--- config.mk ---
export PLATFORM = sky130hd
export DESIGN_NAME = reorder_buffer
export DESIGN_NICKNAME = d
export VERILOG_FILES = /design/src/rtl/reorder_buffer.sv
export SDC_FILE = /design/constraint.sdc
export NUM_CORES = 2
export LEC_CHECK = 0
export ABC_AREA = 0
export BUFFER_PORTS_ARGS = -buffer_cell sky130_fd_sc_hd__buf_2
export CAP_MARGIN = 20
export CORE_MARGIN = 1
export CORE_UTILIZATION = 40
export CTS_CLUSTER_SIZE = 28
export DETAILED_ROUTE_END_ITERATION = 16
export GPL_ROUTABILITY_DRIVEN = 0
export GPL_TIMING_DRIVEN = 0
export PLACE_DENSITY_LB_ADDON = 0.2
export SYNTH_ARGS = -nofsm -noshare
export SYNTH_HDL_FRONTEND = slang
export SYNTH_SLANG_ARGS = --single-unit
--- constraint.sdc ---
create_clock -name clk_in -period 6.3 [get_ports clk_in]
set_clock_uncertainty 0.15 [all_clocks]
set_input_delay 0 -clock clk_in [delete_from_list [all_inputs] [get_ports clk_in]]
set_output_delay 0 -clock clk_in [all_outputs]
set_load 0.02 [all_outputs]
--- src/rtl/reorder_buffer.sv ---
// Reorder buffer: results complete out of order and retire in order from the head.
// A mispredicted branch at commit clears every entry and emits a one-cycle redirect.
module reorder_buffer #(
  parameter int ROB_DEPTH = 8
) (
  input  logic        clk_in,
  input  logic        rst_in,
  input  logic        rdy_in,
  input  logic        alloc_valid,
  input  logic [4:0]  alloc_rd,
  input  logic        alloc_br,
  input  logic        alloc_pred,
  input  logic [31:0] alloc_alt_addr,
  output logic [3:0]  alloc_tag,
  output logic        full,
  input  logic        submit_valid,
  input  logic [3:0]  submit_tag,
  input  logic [31:0] submit_val,
  input  logic        cdb_active,
  input  logic [3:0]  cdb_tag,
  input  logic [31:0] cdb_val,
  input  logic [3:0]  q1_tag,
  input  logic [3:0]  q2_tag,
  output logic        q1_ready,
  output logic [31:0] q1_val,
  output logic        q2_ready,
  output logic [31:0] q2_val,
  output logic        commit_valid,
  output logic [4:0]  commit_rd,
  output logic [31:0] commit_val,
  output logic [3:0]  commit_tag,
  output logic        flush_out,
  output logic [31:0] flush_addr
);
  localparam int PW = (ROB_DEPTH > 1) ? $clog2(ROB_DEPTH) : 1;
  localparam logic [3:0]    DEPTH4 = 4'(ROB_DEPTH);
  localparam logic [PW-1:0] LAST   = PW'(ROB_DEPTH - 1);

  logic          w_busy  [ROB_DEPTH];
  logic          w_ready [ROB_DEPTH];
  logic          w_br    [ROB_DEPTH];
  logic          w_pred  [ROB_DEPTH];
  logic [4:0]    w_rd    [ROB_DEPTH];
  logic [31:0]   w_val   [ROB_DEPTH];
  logic [31:0]   w_alt   [ROB_DEPTH];

  logic [PW-1:0] r_head;
  logic [PW-1:0] r_tail;
  logic [3:0]    r_count;
  logic          r_flush;
  logic [31:0]   r_flush_addr;

  logic          w_full;
  logic          w_alloc;
  logic          w_commit;
  logic          w_mispredict;
  logic [PW-1:0] w_head_nxt;
  logic [PW-1:0] w_tail_nxt;

  assign w_full       = (r_count == DEPTH4);
  assign w_alloc      = alloc_valid && !w_full;
  assign w_commit     = w_busy[r_head] && w_ready[r_head];
  assign w_mispredict = w_commit && w_br[r_head] && (w_val[r_head][0] != w_pred[r_head]);
  assign w_head_nxt   = (r_head == LAST) ? '0 : r_head + PW'(1);
  assign w_tail_nxt   = (r_tail == LAST) ? '0 : r_tail + PW'(1);

  assign full         = w_full;
  assign alloc_tag    = w_full ? 4'd0 : 4'(r_tail) + 4'd1;
  assign commit_valid = w_commit;
  assign commit_rd    = (w_commit && !w_br[r_head]) ? w_rd[r_head] : 5'd0;
  assign commit_val   = w_commit ? w_val[r_head] : 32'd0;
  assign commit_tag   = w_commit ? 4'(r_head) + 4'd1 : 4'd0;
  assign flush_out    = r_flush;
  assign flush_addr   = r_flush_addr;

  // Each entry owns its storage; a clear (commit or flush) beats any completion.
  for (genvar g = 0; g < ROB_DEPTH; g++) begin : g_entry
    logic        r_busy, r_ready, r_br, r_pred;
    logic [4:0]  r_rd;
    logic [31:0] r_val, r_alt;
    logic        w_sub_hit, w_cdb_hit, w_clr, w_wr;

    assign w_sub_hit = submit_valid && (submit_tag == 4'(g + 1)) && r_busy;
    assign w_cdb_hit = cdb_active && (cdb_tag == 4'(g + 1)) && r_busy;
    assign w_clr     = w_mispredict || (w_commit && (r_head == PW'(g)));
    assign w_wr      = w_alloc && (r_tail == PW'(g));

    always_ff @(posedge clk_in) begin
      if (rst_in || (rdy_in && w_clr)) begin
        r_busy  <= 1'b0;
        r_ready <= 1'b0;
        r_br    <= 1'b0;
        r_pred  <= 1'b0;
        r_rd    <= 5'd0;
        r_val   <= 32'd0;
        r_alt   <= 32'd0;
      end else if (rdy_in) begin
        if (w_wr) begin
          r_busy  <= 1'b1;
          r_ready <= 1'b0;
          r_br    <= alloc_br;
          r_pred  <= alloc_pred;
          r_rd    <= alloc_rd;
          r_val   <= 32'd0;
          r_alt   <= alloc_alt_addr;
        end else if (w_cdb_hit) begin
          r_val   <= cdb_val;
          r_ready <= 1'b1;
        end else if (w_sub_hit) begin
          r_val   <= submit_val;
          r_ready <= 1'b1;
        end
      end
    end

    assign w_busy[g]  = r_busy;
    assign w_ready[g] = r_ready;
    assign w_br[g]    = r_br;
    assign w_pred[g]  = r_pred;
    assign w_rd[g]    = r_rd;
    assign w_val[g]   = r_val;
    assign w_alt[g]   = r_alt;
  end

  always_comb begin
    q1_ready = 1'b0;
    q1_val   = 32'd0;
    q2_ready = 1'b0;
    q2_val   = 32'd0;
    for (int i = 0; i < ROB_DEPTH; i++) begin
      if ((q1_tag == 4'(i + 1)) && w_busy[i] && w_ready[i]) begin
        q1_ready = 1'b1;
        q1_val   = w_val[i];
      end
      if ((q2_tag == 4'(i + 1)) && w_busy[i] && w_ready[i]) begin
        q2_ready = 1'b1;
        q2_val   = w_val[i];
      end
    end
  end

  always_ff @(posedge clk_in) begin
    if (rst_in) begin
      r_head       <= '0;
      r_tail       <= '0;
      r_count      <= 4'd0;
      r_flush      <= 1'b0;
      r_flush_addr <= 32'd0;
    end else if (rdy_in) begin
      r_flush <= w_mispredict;
      if (w_mispredict) begin
        r_flush_addr <= w_alt[r_head];
        r_head       <= '0;
        r_tail       <= '0;
        r_count      <= 4'd0;
      end else begin
        if (w_commit) r_head <= w_head_nxt;
        if (w_alloc)  r_tail <= w_tail_nxt;
        if (w_alloc && !w_commit)      r_count <= r_count + 4'd1;
        else if (!w_alloc && w_commit) r_count <= r_count - 4'd1;
      end
    end
  end
endmodule

==> PnR_summary.wiki <==
{| class="wikitable"
! Metric !! Value
|-
| Outcome || complete, no violations
|-
| Count of final setup violators || 0
|-
| Number of enable-type register cells in the synthesized netlist || 0
|-
| Global-route wire length before repair || 208.7 mm
|-
| Chip width || 286.2 um
|-
| Crit path DAT || 4.72 ns
|-
| Vias/cell || 6.263
|-
| Overall Power || 8.974 mW
|-
| FFs w/ async S/R, synth || 0%
|-
| Pleak || approximately 14 nW
|-
| FF+latch count, synth || 627
|-
| Combined global-route utilization of all metal layers || 34.33%
|-
| Commonest non-fill, non-tap cell in the layout || nand2_1
|-
| Core Box Area || just under 80000 um^2
|-
| Count of buffers added by post-CTS timing repair for setup || 0
|-
| Flip-flop cell with the highest count after synthesis || dfxtp_1
|-
| Worst setup SP type || register
|-
| Number of CTS-inserted buffers || 72
|-
| Fraction of the cycle the final worst path needs || approximately 77%
|-
| Number of design-rule violations left by the first detailed-router iteration || 4375
|-
| Number of buffers on the longest clock path || 3
|-
| Slew Limit Headroom || 12.12%
|-
| Post-detail-place hpwl || around 100 mm
|-
| Io pins || roughly 270
|-
| Transition time at the pin with the least slew margin || ~1.3 ns
|-
| Instance area at placement || 34840 um^2
|-
| Hold-fix buffer count after cts || 138
|-
| Post-DR wirelength/cell || 27.80 um
|-
| Worst reg-to-reg setup slack || 2.67 ns
|-
| Class of the tightest hold or removal check || input pin to register
|-
| Number of pins exceeding their max-slew limit in the final report || 0
|-
| Proportion of synthesized chip area in sequential cells || about two fifths
|-
| Library cell with the largest summed area after synthesis || dfxtp_1
|-
| Worst endpoint required time || between 6 and 7 ns
|-
| Worst Setup Path Type || register to output pin
|-
| # port buffers || around 230
|-
| Synth top area share || 38.86%
|-
| Max Fclk || around 200 MHz
|-
| Number of routed nets with antenna violations || 0
|-
| Post-synthesis instance total || between 3000 and 4000
|-
| Clock root buffer || clkbuf_16
|-
| Area added between synthesis and finish || 19.96%
|-
| Clock period minus worst slack || 4.869 ns
|-
| Antenna violations before repair || 14
|-
| Worst Hold Depth || 5
|-
| Unrepaired setup endpoints after global routing || false
|-
| Remaining DRCs || 0
|-
| Post-Syn Area || 32300 um^2
|-
| Sink Count || 627
|-
| Count of different cell masters after synthesis || 66
|-
| Pin count of the biggest net entering global routing || 13
|-
| Leading cell types in the layout, fill and taps excluded || nand2_1 (753), dfxtp_1 (627), a21oi_1 (363), nor2_1 (335), buf_2 (304)
|-
| Highest ir drop seen on vdd || 0.2423 mV
|-
| Total grt overflow || 0
|-
| Pre-Repair DR Iteration Count || 8
|-
| Clock-pin transition on the worst setup and hold timing paths || around 0.060 ns
|-
| Total nets after synthesis || ~3800
|-
| Via count of the routed design || 32793
|-
| Placement Rows || 103
|-
| Number of global-route vias before repair || 30921
|-
| FF-to-FF path depth || 8
|-
| Total non-filler cell area in the finished layout || 38740 um^2
|-
| Final-layout setup total negative slack || 0 ns
|-
| Power per Cell Area || 231.6 nW/um^2
|-
| Maxcap violations || 0
|-
| Full die area || 81880 um^2
|-
| Source-to-sink clock delay at the later pin of the worst-skew pair || 0.64 ns
|-
| Count of yosys warnings during synthesis || 0
|-
| Highest fanout seen on the critical path || 10
|-
| Cts repair resizes || 0
|-
| Crit end category || output pin
|-
| CTS tree || yes
|-
| Final hold viol count || 0
|-
| Number of nets in the layout || roughly 4300
|-
| Initial standard-cell utilization of the core || 40.68%
|-
| Final wirelength || between 100 and 150 mm
|-
| Post-Synthesis Mean Instance Area || 8.805 um^2
|-
| Die Height || roughly 290 um
|-
| Number of levels in the clock H-tree || 3
|-
| Fraction of layout cells with a size suffix above 1 || 16.81%
|-
| Most area-consuming cells after synthesis || dfxtp_1 (39%), mux4_2 (10%), nand2_1 (8.8%)
|}
cells in the mapped netlist (14+ instances only):
library cell	count
a22o_1	31
clkbuf_1	211
nand4_1	22
dfxtp_1	627
a2bb2oi_1	160
o21ai_0	17
nor2_1	335
mux2i_1	195
buf_4	22
ha_1	14
nand3_1	62
a21oi_1	363
a221oi_1	32
mux4_2	144
a22oi_1	262
nand2_1	753
mux2_2	97
a211oi_1	35
buf_1	66
buf_2	68
through the flow:
step | hold WS, ns | worst slack [ns] | util [%] | cells
final | 0.1209 | 1.431 | 48.81 | 5236
after CTS | 0.08222 | 1.687 | 48.68 | 5224
after global routing | 0.1379 | 1.617 | 48.80 | 5235
after floorplan | 0.1212 | 3.502 | - | 3668
after global placement | 0.2360 | 2.013 | 43.79 | 4949
after detailed placement | 0.2345 | 2.337 | 43.89 | 4957
state kept, by name, indices dropped and copies added (netlist names):
name,count
g_entry.r_alt,256
g_entry.r_val,256
flush_out,1
flush_addr,32
g_entry.r_ready,8
g_entry.r_pred,8
g_entry.r_rd,40
r_count,4
g_entry.r_br,8
r_head,3
r_tail,3
g_entry.r_busy,8
metal layers:
layer / vias up / share of wire (%) / GRT usage, %
met5: - / 0.10 / 0
met3: 528 / 12 / 10.25
met2: 2239 / 44 / 53.55
met1: 15825 / 38 / 42.98
met4: 22 / 5.6 / 17.33
li1: 14179 / - / -
where the power goes:
| group | internal, mW | switching, mW |
|---|---|---|
| Clock | 2.53 | 1.83 |
| Sequential | 3.99 | 0.0161 |
| Combinational | 0.231 | 0.378 |
final timing paths:
check / end / from
worst min-delay path: g_entry[2].r_val[1] / submit_tag[0]
worst max register to register: g_entry[4].r_val[17] / r_count[0]
worst max-delay path: q2_val[7] / g_entry[0].r_busy
worst min register to register: g_entry[7].r_alt[7] / g_entry[7].r_alt[7]
critical path, cell delays in order, from the launching register on:
cell and delay [ns]:
dfxtp_1 0.40, nand2_1 0.25, nor4_2 1.01, clkbuf_1 0.86, buf_1 1.01, a22oi_1 0.15, nand4_1 0.21, buf_2 0.20
kinds of logic (layout without fill, tap and decap cells):
logic type | count (synthesis) | count (layout) | synth area share (%)
other | 0 | 4 | 0
flip-flops | 627 | 627 | 38.86
multiplexers | 439 | 439 | 19.65
AND/OR/NAND/NOR | 1253 | 1253 | 15.74
buffers and inverters | 384 | 898 | 5.029
XOR/XNOR | 4 | 4 | 0.1317
adder cells (fa/ha/maj) | 15 | 15 | 0.6044
AO/OA/AOI/OAI | 946 | 946 | 19.97
cell type report:
cell class / count / area (um^2)
tap: 1050 / 1314
clock buffer: 111 / 2138
antenna: 4 / 10.01
multi-input combinational: 2657 / 18130
buffer: 369 / 1568
timing repair buffer: 385 / 2694
sequential: 627 / 12550
clock inverter: 18 / 285.3
inverter: 15 / 56.30
fill: 7741 / 40640
Power figures use the tool's default switching activity.
